### src/rtl/ram_sdp_be.sv
// Simple-dual-port RAM with byte enables, 1/2-cycle read latency,
// selectable read-during-write and a zeroing clear engine.
module ram_sdp_be #(
  parameter int DATA_W   = 8,
  parameter int BYTE_W   = 8,
  parameter int ADDR_W   = 4,
  parameter int RD_LAT   = 1,
  parameter int RDW_MODE = 0
) (
  input  logic                     clk,
  input  logic                     rst_n,
  input  logic                     clear_req,
  output logic                     ready,
  input  logic                     wr_en,
  input  logic [ADDR_W-1:0]        wr_addr,
  input  logic [DATA_W/BYTE_W-1:0] wr_be,
  input  logic [DATA_W-1:0]        wr_data,
  input  logic                     rd_en,
  input  logic [ADDR_W-1:0]        rd_addr,
  output logic [DATA_W-1:0]        rd_data,
  output logic                     rd_valid
);
  localparam int NB    = DATA_W / BYTE_W;
  localparam int DEPTH = 1 << ADDR_W;
  localparam logic [ADDR_W-1:0] LAST = ADDR_W'(DEPTH - 1);

  typedef enum logic {CLEAR, READY} state_t;

  state_t            state;
  logic [ADDR_W-1:0] clr_cnt;
  logic [DATA_W-1:0] mem [DEPTH];
  logic              wr_acc;
  logic              rd_acc;
  logic [DATA_W-1:0] wr_word;
  logic [DATA_W-1:0] rd_word;

  assign wr_acc = ready & wr_en;
  assign rd_acc = ready & rd_en;

  always_comb begin
    wr_word = mem[wr_addr];
    for (int i = 0; i < NB; i++) begin
      if (wr_be[i]) begin
        wr_word[i*BYTE_W +: BYTE_W] = wr_data[i*BYTE_W +: BYTE_W];
      end
    end
  end

  // Write-first bypass returns the merged word, not raw wr_data
  always_comb begin
    rd_word = mem[rd_addr];
    if (RDW_MODE == 1 && wr_acc && wr_addr == rd_addr) begin
      rd_word = wr_word;
    end
  end

  always_ff @(posedge clk or negedge rst_n) begin
    if (!rst_n) begin
      state   <= CLEAR;
      clr_cnt <= '0;
      ready   <= 1'b0;
    end else begin
      unique case (state)
        CLEAR: begin
          clr_cnt <= clr_cnt + 1'b1;
          if (clr_cnt == LAST) begin
            state <= READY;
            ready <= 1'b1;
          end
        end
        READY: begin
          if (clear_req) begin
            state   <= CLEAR;
            clr_cnt <= '0;
            ready   <= 1'b0;
          end
        end
      endcase
    end
  end

  always_ff @(posedge clk) begin
    if (state == CLEAR) begin
      mem[clr_cnt] <= '0;
    end else if (wr_acc) begin
      mem[wr_addr] <= wr_word;
    end
  end

  if (RD_LAT == 2) begin : g_lat2
    logic [DATA_W-1:0] p_data;
    logic              p_valid;

    always_ff @(posedge clk or negedge rst_n) begin
      if (!rst_n) begin
        p_data   <= '0;
        p_valid  <= 1'b0;
        rd_data  <= '0;
        rd_valid <= 1'b0;
      end else begin
        p_valid  <= rd_acc;
        rd_valid <= p_valid;
        if (rd_acc) p_data <= rd_word;
        if (p_valid) rd_data <= p_data;
      end
    end
  end else begin : g_lat1
    always_ff @(posedge clk or negedge rst_n) begin
      if (!rst_n) begin
        rd_data  <= '0;
        rd_valid <= 1'b0;
      end else begin
        rd_valid <= rd_acc;
        if (rd_acc) rd_data <= rd_word;
      end
    end
  end
endmodule

### config.mk
export PLATFORM = sky130hd
export DESIGN_NAME = ram_sdp_be
export DESIGN_NICKNAME = d
export VERILOG_FILES = /design/src/rtl/ram_sdp_be.sv
export SDC_FILE = /design/constraint.sdc
export NUM_CORES = 1
export LEC_CHECK = 0
export CAP_MARGIN = 20
export CELL_PAD_IN_SITES_DETAIL_PLACEMENT = 1
export CELL_PAD_IN_SITES_GLOBAL_PLACEMENT = 2
export CORE_MARGIN = 4
export CORE_UTILIZATION = 47
export CTS_BUF_LIST = sky130_fd_sc_hd__clkbuf_16
export CTS_CLUSTER_DIAMETER = 120
export DETAILED_ROUTE_END_ITERATION = 8
export PLACE_DENSITY_LB_ADDON = 0.1
export SLEW_MARGIN = 30
export SYNTH_ARGS = -nofsm -noshare
export SYNTH_HDL_FRONTEND = slang
export SYNTH_SLANG_ARGS = --single-unit
### constraint.sdc
create_clock -name clk -period 3.27 [get_ports clk]
set_input_delay 0.654 -clock clk [delete_from_list [all_inputs] [get_ports clk]]
set_output_delay 0.654 -clock clk [all_outputs]
set_load 0.02 [all_outputs]
# After elaboration in Yosys (flattened, before gate mapping)
# Memory sizes are Yosys's and may differ from the RTL's. A register that Yosys moved wholly into a read port is not among the register bits.
# Index checks and enable logic that the tools add are counted.
# Widths: inputs -> output; s select.
dict set report op_classes {
  n_eq_ne 4
  bitwise 3
  n_reduce_logical 4
  n_addsub 1
  muxes 16
}
# operator n
set ops {}
lappend ops {{$mux 8} 2}
lappend ops {{$mux 1} 9}
lappend ops {{$mux 4} 2}
lappend ops {{$pmux 4 s2} 1}
lappend ops {{$reduce_or 8->1} 1}
lappend ops {{$add 4x1->4 const B} 1}
lappend ops {{$eq 4x4->1 const B} 1}
lappend ops {{$ne 2x2->1 const B} 2}
lappend ops {{$pmux 1 s2} 2}
lappend ops {{$reduce_and 2->1} 2}
lappend ops {{$and 1x1->1} 2}
lappend ops {{$logic_not 1->1} 1}
lappend ops {{$ne 1x1->1 const B} 1}
lappend ops {{$not 1->1} 1}
dict set report totals {
  inputBits 22
  output_inout_bits 10
  reg_bits 7
  ramBits 128
  memories 1
}
# memory words word_bits rd rd_clocked_by_memory_dff write_ports line_no
set mem_list {}
lappend mem_list {mem 16 8 1 1 1 31} ;# logic [DATA_W-1:0] mem [DEPTH];

# Logic depth before layout (Yosys ltp)
dict set report depth {
  ltp_word 7
  mapped_depth 6
  mapped_depth_nobuf 4
}

# Least setup slack after synthesis
# OpenSTA, ideal clock, no wires.
dict set report synth_path {
  path_type {input to register}
  start {in wr_be}
  end {mem mem[2][0], enable pin}
  setup_ps 370
  arrival_time_ps 1588
  path_stages 4
  setup_slack_ps 1312
  path_cell_list {nand4_1 nor3b_1 a31oi_1 nor2_1}
}
dict set report synth_between {
  elab_chain_len 4
  elab_cells_between_ends 5
  cone_classes {eq/ne: 1; mux: 2; reduce/logical: 2}
}
# item line_no
set synth_lines {}
lappend synth_lines {{start, declared} 16} ;# input logic [DATA_W/BYTE_W-1:0] wr_be,
lappend synth_lines {{$ne 1x1->1 (no line) (*)} --}
lappend synth_lines {{$reduce_and 2->1 (no line) (*)} --}
lappend synth_lines {{$reduce_or 8->1 (no line)} --}
lappend synth_lines {{$mux 4 (no line) or $mux 1 (tied branches)} --}
lappend synth_lines {{end, declared} 31}
# Every way passes the cells marked *; elsewhere a longest branch is shown, timed or not.

# Worst setup path in the final report
dict set report layout_path {
  start {reg state}
  end {mem mem[1][4], enable pin}
}
dict set report layout_between {
  elab_chain_len 5
  elab_cells_between_ends 7
  cone_classes {mux: 5; reduce/logical: 2}
}
# item line_no
set layout_lines {}
lappend layout_lines {{start, declared} 29} ;# state_t state;
lappend layout_lines {{start signal, assigned} 59} ;# state <= CLEAR;
lappend layout_lines {{start signal, assigned} 67} ;# state <= READY;
lappend layout_lines {{start signal, assigned} 73} ;# state <= CLEAR;
lappend layout_lines {{$mux 1} 83} ;# if (state == CLEAR) begin
lappend layout_lines {{$mux 1 (not written as such)} 86} ;# mem[wr_addr] <= wr_word;
lappend layout_lines {{$reduce_and 2->1 (no line)} --}
lappend layout_lines {{$reduce_or 8->1 (no line)} --}
lappend layout_lines {{$mux 4 (no line) or $mux 1 (tied branches)} --}
# Several ways; a longest one is shown, not always the timed one.

==> impl_metrics.yaml <==
timing:
  min_period_ns: 2.52
  worst_pin_slew_ns: 0.894
  skew_ns: 0.0110
  slew_headroom_pct: 40.2
  min_period_over_period_pct: 77.2
  max_freq_ghz: 0.396
  fin_ws_ns: 0.747
  rsz0062_at_grt: "false"
  setup_violations: 0
  hold_viol_final: 0
  slew_violations: 0
  setup_tns_ns: 0
placement:
  gp_congestion: 0.762
  port-buffer-count: 31
  preCtsSetupSlack_ns: 0.420
  dpl-instance-area_mm2: 0.00625
  dp_hpwl_mm: 8.73
final_layout:
  area_delta_synth_final_pct: 18.6
  final_area_mm2: 0.00683
  fill_cells: 1152
  num-nets-final: 440
  multi_input_area_mm2: 0.00142
  utilization_pct: 56.8
  ff_latch_area_mm2: 0.00422
  drive_above_1_share_pct: 10.2
  antenna_cells: 0
routing:
  vias: 3217
  wire_per_inst_um: 22.9
  dr.pass1.iters: 5
  vias_per_cell: 5.58
  drc: 0
  routed_wl_mm: 13.2
  postRouteAntennaNets: 0
  drt_iter0_drc: 250
yosys:
  syn_area_mm2: 0.00576
  synth-seq-area-share_pct: 73.3
  ys_warn_count: 0
  synthMuxAreaShare_pct: 11.6
  synthXorXnorAreaFrac_pct: 0.304
  synth_cells: 371
  synth_compound_gate_area_share_pct: 4.24
  synth-adder-area-share_pct: 0.217
  synth_top_family_by_area: "multiplexers"
  synthDistinctLibCells: 32
  yosys.area_share.simple_pct: 8.26
  avgSynthCellArea_um2: 15.5
  syn_nets: 394
  ys_seq_elements: 143
pwr:
  design_power_total_mw: 5.39
  combPwrFrac_pct: 17.6
  powerDensity_mw_per_mm2: 789
  pwr-share-clk_pct: 34.9
  p_switching_mw: 1.47
  p_leak_nw: 2.52
  switching_share_pct: 27.3
  ir_drop_mv: 0.406
  p_int_mw: 3.92
  power_frac_seq_pct: 47.6
outcome:
  status: "finished clean"
min_path:
  hold_class: "reg -> reg"
clock_network:
  cts_buffer_depth: 2
  cts.sinks: 143
  ctsResizeCount: 0
  hold_buffers: 0
  clkTransAtPathRegs_ns: 0.06
  post-cts-setup-buffers: 0
  htreeDepth: 4
  insertion_delay_ns: 0.41
  cts_tree: "yes"
  ctsRootBufferMaster: "clkbuf_16"
  cts_buffers: 17
die:
  rows: 40
  die_x_um: 119
  initial_core_util_pct: 47.9
  die_h_um: 119
  die-area_mm2: 0.0141
  ios: 32
  coreArea_mm2: 0.0120
global_routing:
  antenna_found_initial: 0
  grt_pass1_wl_mm: 20.9
  grt_max_degree: 47
  grt_util_all_layers_pct: 20.1
  grt_pass1_vias: 3427
  grt-ovfl-total: 0
setup_path:
  arrival_ns: 2.56
  cp-start-kind: "flip-flop"
  cp-end-kind: "flip-flop"
  crit_required_ns: 3.31
  path_max_fanout: 16
  critical_path_class: "reg -> reg"
flow_run:
  drv_cap: 0
-- power groups by stage --
| stage | registers [mW] | clock network (mW) | logic (mW) |
|---|---|---|---|
| floorplan | 2.58 | 0 | 0.536 |
| global placement | 2.58 | 0 | 0.929 |
| detailed placement | 2.60 | 0 | 0.956 |
| CTS | 2.57 | 1.92 | 0.961 |
| global route | 2.60 | 2.01 | 1.05 |
| finish | 2.56 | 1.88 | 0.947 |
-- kinds of logic (layout without fill, tap and decap cells) --
family / Yosys count / count (layout)
xor gates and xnor gates: 2 / 2
DFF: 143 / 143
adders and majority gates: 1 / 1
muxes: 64 / 64
AOI/OAI and AO/OA: 37 / 37
buffers and inverters: 22 / 81
and+or+nand+nor: 102 / 102
-- per-layer routing --
metal | global-route usage, % | routed length (um) | up-vias
met5 | 0 | 0 | -
met4 | 5.43 | 109 | 0
met3 | 4.93 | 486 | 9
met2 | 30.0 | 5990 | 67
met1 | 29.7 | 6610 | 1630
li1 | - | - | 1511
-- per-stage QoR --
step / hold slack [ns] / instances
6_report: 0.492 / 577
5_1_grt: 0.539 / 577
4_1_cts: 0.493 / 577
3_5_place_dp: 0.480 / 545
3_3_place_gp: 0.468 / 545
2_1_floorplan: 0.358 / 371
-- worst paths after layout --
path                       startpoint         end  slack, ns  depth (start not counted)
min in group asynchronous       rst_n  rd_data[0]       0.73                          1
setup / recovery                state   mem[1][4]       0.75                          4
max in group asynchronous       rst_n  clr_cnt[0]       2.01                          1
setup reg to reg                state   mem[1][4]       0.75                          4
hold reg to reg            rd_data[2]  rd_data[2]       0.49                          2
hold / removal             rd_data[2]  rd_data[2]       0.49                          2
-- final cells by class --
| type | instances | area share (%) |
|---|---|---|
| flip-flops and latches | 143 | 61.8 |
| multi-input cells | 206 | 20.7 |
| clock buffers | 17 | 6.23 |
| repair buffers | 43 | 6.01 |
| well taps | 147 | 2.69 |
| clock inverters | 15 | 2.22 |
| inverters | 6 | 0.330 |
-- layout by cell type (no fill, tap or decap) --
master           instances
o211ai_1                 1
nand4_1                  9
a32oi_1                  1
and2_1                   9
buf_12                   1
and4_1                   1
xor2_1                   1
nand3_1                 17
nor2_1                  22
ha_1                     1
clkinv_2                 7
nand2_1                 36
nor3b_1                  2
a21boi_0                 1
mux4_2                   2
nand3b_1                 1
buf_4                   12
clkinv_1                 3
clkdlybuf4s50_1         30
a22oi_1                 16
o21ai_0                  2
and2b_1                  1
a21oi_1                  8
bufinv_16                3
edfxtp_1               128
o22ai_1                  3
a31oi_1                  5
mux2i_1                 62
dfrtp_1                 15
nor3_1                   3
clkinvlp_4               2
xnor2_1                  1
clkbuf_16               17
inv_1                    6
nor2b_1                  1
-- worst max-delay path: stages (launching register included) --
cell	delay [ns]
dfrtp_1	0.67
nand4_1	0.37
nor3b_1	0.33
a31oi_1	0.15
nor2_1	0.63
-- sequential cells by signal, summed over array words and instances, names as in the netlist --
register	flops
rd_valid	1
state	1
rd_data	8
ready	1
mem	128
clr_cnt	4
-- synthesized netlist by cell type --
| cell type | n | share of area [%] |
|---|---|---|
| xnor2_1 | 1 | 0.15 |
| and2b_1 | 1 | 0.13 |
| a32oi_1 | 1 | 0.15 |
| inv_1 | 6 | 0.39 |
| a31oi_1 | 5 | 0.54 |
| nand3_1 | 17 | 1.5 |
| nand4_1 | 9 | 0.98 |
| buf_2 | 4 | 0.35 |
| and2_1 | 9 | 0.98 |
| a21oi_1 | 8 | 0.70 |
| a22oi_1 | 16 | 2.1 |
| buf_6 | 1 | 0.20 |
| o22ai_1 | 3 | 0.33 |
| o211ai_1 | 1 | 0.13 |
| mux4_2 | 2 | 0.78 |
| nor3_1 | 3 | 0.26 |
| nand3b_1 | 1 | 0.13 |
| o21ai_0 | 2 | 0.17 |
| nor2_1 | 22 | 1.4 |
| nand2_1 | 36 | 2.3 |
| and4_1 | 1 | 0.15 |
| buf_4 | 7 | 0.91 |
| nor2b_1 | 1 | 0.11 |
| mux2i_1 | 62 | 11 |
| xor2_1 | 1 | 0.15 |
| edfxtp_1 | 128 | 67 |
| ha_1 | 1 | 0.22 |
| nor3b_1 | 2 | 0.26 |
| a21boi_0 | 1 | 0.13 |
| clkbuf_1 | 3 | 0.20 |
| clkbuf_2 | 1 | 0.087 |
| dfrtp_1 | 15 | 6.5 |
(Power assumes the default switching activity.)
